<file path="src/rtl/alu_cmd_sequencer.sv">
// Command sequencer: a 4-deep command FIFO feeding an IDLE/EXEC/RESP FSM that drives an external ALU.
// Optional: define ALU_CMD_SEQ_ZERO_FLAG_EN to add the registered res_zero output.
module alu_cmd_sequencer (
  input  logic       clk,
  input  logic       rst_n,
  input  logic       cmd_valid,
  output logic       cmd_ready,
  input  logic       cmd_load,
  input  logic [1:0] cmd_op,
  input  logic [7:0] cmd_data,
  output logic [1:0] alu_op,
  output logic [7:0] alu_a,
  output logic [7:0] alu_b,
  input  logic [7:0] alu_res,
  output logic       res_valid,
  input  logic       res_ready,
  output logic [7:0] res_data,
`ifdef ALU_CMD_SEQ_ZERO_FLAG_EN
  output logic       res_zero,
`endif
  output logic       busy
);

  typedef enum logic [1:0] {
    ST_IDLE = 2'd0,
    ST_EXEC = 2'd1,
    ST_RESP = 2'd2
  } state_t;

  state_t      r_state;
  state_t      w_state_next;

  logic [10:0] r_fifo_mem [4];
  logic [1:0]  r_wr_ptr;
  logic [1:0]  r_rd_ptr;
  logic [2:0]  r_count;

  logic [7:0]  r_acc;
  logic [1:0]  r_alu_op;
  logic [7:0]  r_alu_b;
  logic [7:0]  r_res_data;

  logic        w_push;
  logic        w_pop;
  logic        w_fifo_nempty;
  logic [10:0] w_head;
  logic        w_res_wr;
  logic [7:0]  w_res_val;

  // FIFO entry layout: {load, op[1:0], data[7:0]}
  assign cmd_ready     = (r_count < 3'd4);
  assign w_push        = cmd_valid && cmd_ready;
  assign w_fifo_nempty = (r_count != 3'd0);
  assign w_head        = r_fifo_mem[r_rd_ptr];

  always_ff @(posedge clk) begin
    if (w_push) begin
      r_fifo_mem[r_wr_ptr] <= {cmd_load, cmd_op, cmd_data};
    end
  end

  always_ff @(posedge clk or negedge rst_n) begin
    if (!rst_n) begin
      r_wr_ptr <= 2'd0;
      r_rd_ptr <= 2'd0;
      r_count  <= 3'd0;
    end else begin
      if (w_push) r_wr_ptr <= r_wr_ptr + 2'd1;
      if (w_pop)  r_rd_ptr <= r_rd_ptr + 2'd1;
      case ({w_push, w_pop})
        2'b10:   r_count <= r_count + 3'd1;
        2'b01:   r_count <= r_count - 3'd1;
        default: r_count <= r_count;
      endcase
    end
  end

  always_ff @(posedge clk or negedge rst_n) begin
    if (!rst_n) r_state <= ST_IDLE;
    else        r_state <= w_state_next;
  end

  always_comb begin
    w_state_next = r_state;
    w_pop        = 1'b0;
    case (r_state)
      ST_IDLE: begin
        if (w_fifo_nempty) begin
          w_pop        = 1'b1;
          w_state_next = w_head[10] ? ST_RESP : ST_EXEC;
        end
      end
      ST_EXEC: w_state_next = ST_RESP;
      ST_RESP: if (res_ready) w_state_next = ST_IDLE;
      default: w_state_next = ST_IDLE;
    endcase
  end

  // Accumulator and result register are written together: on a load pop or at the end of EXEC.
  always_comb begin
    w_res_wr  = 1'b0;
    w_res_val = alu_res;
    if (w_pop && w_head[10]) begin
      w_res_wr  = 1'b1;
      w_res_val = w_head[7:0];
    end else if (r_state == ST_EXEC) begin
      w_res_wr  = 1'b1;
      w_res_val = alu_res;
    end
  end

  always_ff @(posedge clk or negedge rst_n) begin
    if (!rst_n) begin
      r_acc      <= 8'h00;
      r_alu_op   <= 2'd0;
      r_alu_b    <= 8'h00;
      r_res_data <= 8'h00;
    end else begin
      if (w_pop && !w_head[10]) begin
        r_alu_op <= w_head[9:8];
        r_alu_b  <= w_head[7:0];
      end
      if (w_res_wr) begin
        r_acc      <= w_res_val;
        r_res_data <= w_res_val;
      end
    end
  end

`ifdef ALU_CMD_SEQ_ZERO_FLAG_EN
  logic r_res_zero;

  always_ff @(posedge clk or negedge rst_n) begin
    if (!rst_n)        r_res_zero <= 1'b0;
    else if (w_res_wr) r_res_zero <= (w_res_val == 8'h00);
  end

  assign res_zero = r_res_zero;
`endif

  assign alu_op    = r_alu_op;
  assign alu_a     = r_acc;
  assign alu_b     = r_alu_b;
  assign res_data  = r_res_data;
  assign res_valid = (r_state == ST_RESP);
  assign busy      = (r_state != ST_IDLE) || w_fifo_nempty;

endmodule

</file>
<file path="config.mk">
export PLATFORM = sky130hd
export DESIGN_NAME = alu_cmd_sequencer
export DESIGN_NICKNAME = d
export VERILOG_FILES = /design/src/rtl/alu_cmd_sequencer.sv
export SDC_FILE = /design/constraint.sdc
export NUM_CORES = 1
export LEC_CHECK = 0
export BUFFER_PORTS_ARGS = -buffer_cell sky130_fd_sc_hd__buf_2
export CORE_MARGIN = 2
export CORE_UTILIZATION = 35
export DETAILED_ROUTE_END_ITERATION = 10
export GPL_TIMING_DRIVEN = 0
export PLACE_DENSITY_LB_ADDON = 0.08
export SYNTH_ARGS = -nofsm -noshare
export SYNTH_HDL_FRONTEND = slang
export SYNTH_SLANG_ARGS = --single-unit
export TNS_END_PERCENT = 1
</file>
<file path="constraint.sdc">
create_clock -name clk -period 2.75 [get_ports clk]
set_clock_uncertainty 0.15 [all_clocks]
set_input_delay 0.275 -clock clk [delete_from_list [all_inputs] [get_ports clk]]
set_output_delay 0.275 -clock clk [all_outputs]
set_load 0.02 [all_outputs]
</file>
==> flow_summary_export.csv, run 1 <==
group,metric,value,unit
place,hpwl,3680,µm
critical_path,worst_setup_path_start_kind,"flip-flop",
sta,holdWs,0.0137,ns
critical_path,critPathTopFamily,"simple AND/OR/NAND/NOR gates",
drt,num_vias,1574,
floorplan,initial_core_util,35.9,%
sta,fin_tns_setup,0,ns
floorplan,core.rowCount,33,
synth,postSynthCellCount,162,
clocking,cts_resized,0,
sta,post-route-period-util,83.8,%
drt,drc,0,
power_and_ir_drop,power_density,1160,nW/µm²
synth,yosysMostFrequentCell,"edfxtp_1",
synth,ys_ff_latch,71,
synth,synth.mux.area_fraction,18.5,%
synth,synth.largest_area_cell,"edfxtp_1",
place,portBuffers,51,
grt,grt_pass1_wl,8270,µm
synth,synth_nets,191,
finish,drive_above_1_share,48.5,%
finish,antenna_cells,0,
floorplan,dieWidth,95.3,µm
flow_run,maxCapViolations,0,
synth,synth_top_family_by_area,"multiplexers",
critical_path,worstPathRequired,2.86,ns
critical_path,worstSetupPathType,"flip-flop to flip-flop",
synth,yosys.area_share.xor_xnor,1.80,%
clocking,h-tree-depth,3,
synth,synth-compound-area-share,0.772,%
synth,syn_area_per_cell,18.0,µm²
drt,via_per_inst,4.58,
sta,finalHoldViolCount,0,
synth,synth_ff_type,"edfxtp_1",
synth,yosys_warnings,0,
critical_path,worstPathCellList,"nor3_1, nor3_1, ha_1, inv_1, fa_1, xor2_1, nor2_1, xnor2_1",
power_and_ir_drop,max-vdd-ir-drop,318,µV
place,gp_congestion,0.731,
critical_path,rrSetupSlack,0.45,ns
synth,yosysUniqueCellTypes,24,
clocking,cts_tree,"done",
synth,synth_fa_ha_area_share,2.83,%
grt,grt_overflow,0,
grt,grt.total_usage,12.9,%
clocking,cts.sinks,71,
clocking,clock-root-buffer,"clkbuf_8",
critical_path,cpMostUsedCell,"nor3_1",
sta,fin_crit,2.30,ns
drt,drt-wirelength-per-cell,15.7,µm
synth,yosysTopAreaCellShare,45.3,%
floorplan,fp.coreArea,8130,µm²
drt,drtIter0Drc,42,
drt,drt-pass1-iter-count,4,
drt,wl,5400,µm
critical_path,slowest_stage,"nor3_1",
sta,setup_violations,0,
synth,ys_seq_area_share,68.4,%
power_and_ir_drop,p_leak,1.41,nW
outcome,status,"finished, final reports clean",
synth,synthArstFlopShare,38.0,%
clocking,cts.clk_slew.worst_paths,0.08,ns
sta,worst_pin_slew,0.673,ns
clocking,cts_buffer_depth,2,
synth,synthSimpleGateAreaFrac,3.86,%
finish,nets,263,
sta,rsz0062_at_grt,"false",
clocking,cts_buffers,9,
sta,max_freq,0.434,GHz
synth,yosys-top-cells-area,"edfxtp_1 45%, dfrtp_1 23%, mux2_2 10%",
synth,syn-cell-area,2920,µm²
critical_path,cp_max_fo,4,
place,pre_cts_ws,0.437,ns
synth,synth_edf_count,44,
synth,netlist_top_cells_count,"44 x edfxtp_1, 27 x dfrtp_1, 26 x mux2_2",
sta,fin_ws,0.446,ns
min_path,hold_class,"input port to flip-flop",
floorplan,die_y,95.3,µm
drt,ant_nets,0,
critical_path,arrival,2.42,ns
critical_path,crit_path_end_kind,"flip-flop",
floorplan,dieArea,9080,µm²
finish,area_delta_synth_final,22.6,%
grt,antenna_found_initial,0,
grt,grt_pass1_vias,1536,
sta,slew_headroom,55.1,%
clocking,clock_latency,0.34,ns
grt,grt_max_degree,28,
floorplan,io_pins,52,
critical_path,cpPeakStageDelay,0.42,ns
critical_path,crit_buf_inv,1,
sta,final_max_slew_viol_count,0,
==> state kept, by name (all words and copies together), names as in the netlist <==
register,cells
alu_b,8
alu_op,2
r_count,3
r_fifo_mem,44
r_rd_ptr,2
r_state,2
r_wr_ptr,2
res_data,8
==> per-layer routing <==
metal / vias to the layer above / GRT usage [%] / routed length (µm)
met5: - / 0 / 0
met4: 0 / 6.16 / 84
met3: 9 / 3.40 / 279
met2: 45 / 20.2 / 2540
met1: 784 / 16.7 / 2490
li1: 736 / - / -
==> cells by family (layout without fill, tap and decap cells) <==
logic type / after synthesis / in the layout
simple gates: 18 / 18
xor+xnor: 6 / 6
buf+inv: 20 / 97
fa+ha+maj: 6 / 6
flops: 71 / 71
mux: 37 / 37
compound gates: 4 / 4
==> worst reg2reg max path: cells and delay by family (launching register included) <==
family,cells,cell delay (ns)
flops,1,0.41
simple gates,3,0.67
buf+inv,1,0.06
fa+ha+maj,2,0.65
xor+xnor,2,0.29
==> layout make-up <==
cell class,count,area [µm²]
fill,742,4560
sequential,71,2000
multi-input combinational,71,811
timing repair buffer,61,355
tap,105,131
clock buffer,9,124
buffer,12,80.1
clock inverter,7,48.8
inverter,8,30.0
==> placed cells by master (no fill, tap or decap), types with 5 or more instances in the layout <==
cell type / netlist / routed
buf_2: 1 / 52
buf_4: 9 / 9
clkbuf_8: 0 / 9
dfrtp_1: 27 / 27
dlygate4sd3_1: 0 / 10
edfxtp_1: 44 / 44
ha_1: 5 / 5
inv_1: 8 / 8
mux2_2: 26 / 26
mux4_2: 11 / 11
==> final timing paths <==
path | from | endpoint | cells past startpoint
min reg2reg | alu_b[0] | alu_b[0] | 1
max reg2reg | r_count[0] | r_count[2] | 8
min in group asynchronous | rst_n | r_count[1] | 2
max in group asynchronous | rst_n | r_rd_ptr[1] | 2
max | r_count[0] | r_count[2] | 8
min | cmd_data[5] | r_fifo_mem[1][5] | 1
==> repair_timing <==
action                                 in CTS  in global routing
hold buffers                               10                  0
buffers inserted                            0                  0
endpoints found under the hold margin      58                  0
==> power by group <==
part	switching, mW	internal, mW
clock network	0.405	0.327
logic	0.945	0.849
registers	0.172	1.45
total	1.52	2.63
==> through the flow <==
stage,power [mW],cell area [µm²],std cells,utilization (%)
2_1_floorplan,2.95,2920,162,-
3_3_place_gp,3.40,3300,318,40.6
3_5_place_dp,3.47,3300,318,40.6
4_1_cts,4.22,3580,344,44.0
5_1_grt,4.45,3580,344,44.0
6_report,4.15,3580,344,44.0
Power figures use the tool's default switching activity.
==> run 2: changes to the inputs <==
clock period = 2.2 ns   (was 2.75 ns; I/O delays follow)
==> flow_summary_export.csv, run 2 (synthesis results as in run 1) <==
group,metric,value,unit
outcome,status,"finished, final reports clean",
sta,rsz0062_at_grt,"false",
drt,dr_wl_met3,279,µm
sta,max_freq,0.478,GHz
clocking,cts_buffers,9,
drt,wl,5460,µm
sta,worst_pin_slew,0.658,ns
critical_path,cp_max_fo,8,
sta,holdWs,0.0810,ns
critical_path,rrSetupSlack,0.11,ns
place,portBuffers,51,
sta,fin_tns_setup,0,ns
clocking,clock_latency,0.34,ns
drt,drt-pass1-iter-count,4,
grt,grt_max_degree,28,
critical_path,slowest_stage,"mux4_2",
floorplan,io_pins,52,
floorplan,core.rowCount,33,
power_and_ir_drop,p_leak,1.44,nW
sta,fin_crit,2.09,ns
critical_path,worstPathCellList,"mux4_2, nand3_4, mux2_2, mux2_2",
drt,drt-met1-wl,2460,µm
grt,grt_overflow,0,
finish,drive_above_1_share,50.2,%
power_and_ir_drop,max-vdd-ir-drop,371,µV
critical_path,cpMostUsedCell,"mux2_2",
critical_path,cpPeakStageDelay,0.60,ns
min_path,min_path_cells,3,
critical_path,worstSetupPathType,"flip-flop to flip-flop",
grt,antenna_found_initial,0,
finish,antenna_cells,0,
finish,top_register,"r_fifo_mem",
finish,area_delta_synth_final,25.3,%
grt,grt_pass1_vias,1565,
floorplan,die_y,95.3,µm
place,gp_congestion,0.731,
clocking,clock-root-buffer,"clkbuf_8",
sta,post-route-period-util,95.0,%
critical_path,reg2reg_depth,4,
min_path,min_to,"res_data[6]",
place,placed_cell_area,3300,µm²
clocking,cts_buffer_depth,2,
finish,final_cell_mix,"51 x buf_2, 44 x edfxtp_1, 26 x mux2_2, 26 x dfrtp_1, 13 x dlygate4sd3_1",
critical_path,reg2reg_from,"r_rd_ptr[0]",
floorplan,dieWidth,95.3,µm
drt,dr_wl_met2,2640,µm
min_path,hp-start,"alu_res[6]",
floorplan,fp.coreArea,8130,µm²
grt,grt.total_usage,13.0,%
drt,routed.top_layer,"met4",
drt,via_per_inst,4.58,
finish,largest_register_ffs,44,
floorplan,initial_core_util,35.9,%
critical_path,crit_path_end_kind,"flip-flop",
drt,drt-wirelength-per-cell,15.7,µm
grt,grt_pass1_wl,8360,µm
floorplan,dieArea,9080,µm²
power_and_ir_drop,power,5.29,mW
place,hpwl,3680,µm
sta,final_max_slew_viol_count,0,
drt,ant_nets,0,
drt,drtIter0Drc,39,
min_path,hold_class,"input port to flip-flop",
clocking,h-tree-depth,3,
sta,finalHoldViolCount,0,
drt,drc,0,
finish,finalInstanceArea,3660,µm²
critical_path,arrival,2.16,ns
power_and_ir_drop,power_density,1450,nW/µm²
sta,slew_headroom,56.2,%
finish,layout_commonest_cell,"buf_2",
critical_path,reg2reg_to,"res_data[0]",
finish,nets,267,
flow_run,maxCapViolations,0,
drt,num_vias,1594,
clocking,cts.clk_slew.worst_paths,0.08,ns
clocking,cts_tree,"done",
critical_path,worst_setup_path_start_kind,"flip-flop",
clocking,cts.sinks,71,
critical_path,worstPathRequired,2.27,ns
sta,setup_violations,0,
[run 2: metrics by stage]
step                      utilization, %  setup WS (ns)  std cells
after floorplan                        -          0.171        162
after global placement              40.6        -0.0706        318
after detailed placement            40.6         -0.113        318
after CTS                           44.5        -0.0530        347
after global routing                44.9        0.00503        348
final                               44.9          0.110        348
[run 2: how the worst max path moves through the flow]
stage / start / to / slack [ns] / cells after the start
CTS: r_rd_ptr[0] / alu_b[4] / -0.05 / 4
finish: r_rd_ptr[0] / res_data[0] / 0.11 / 4
global placement: r_rd_ptr[0] / res_data[1] / -0.07 / 4
floorplan: r_rd_ptr[0] / res_data[1] / 0.17 / 4
global route: r_count[0] / r_count[2] / 0.005 / 8
detailed placement: r_count[0] / r_count[2] / -0.11 / 8
[run 2: worst max-delay path: cells and delay by family, from the launching register on]
family,cells,cell delay [ns]
flip-flops,1,0.42
AND/OR/NAND/NOR,1,0.19
multiplexers,3,1.21
[run 2: repair_timing]
item	CTS	global route
setup buffers	0	1
setup endpoints to repair	17	19
endpoints found under the hold margin	72	0
hold buffers	13	0
resized for setup	3	8
pin swaps	0	1
[run 2: routing by layer]
| metal | GRT usage (%) | vias up |
|---|---|---|
| met5 | 0 | - |
| met2 | 20.7 | 45 |
| met1 | 16.6 | 793 |
| met3 | 3.40 | 9 |
| li1 | - | 747 |
| met4 | 6.16 | 0 |
[run 2: area by class of cell]
| type | instances | area (µm²) |
|---|---|---|
| timing repair buffer | 65 | 393 |
| multi-input combinational | 71 | 842 |
| sequential | 71 | 2000 |
| buffer | 12 | 88.8 |
| fill | 740 | 4480 |
| clock inverter | 7 | 48.8 |
| inverter | 8 | 30.0 |
| clock buffer | 9 | 124 |
| tap | 105 | 131 |
[run 2: power breakdown]
| group | total [mW] | switching, mW | internal [mW] |
|---|---|---|---|
| clock network | 0.910 | 0.502 | 0.408 |
| registers | 2.06 | 0.241 | 1.82 |
| logic | 2.32 | 1.20 | 1.12 |
| total | 5.29 | 1.94 | 3.34 |
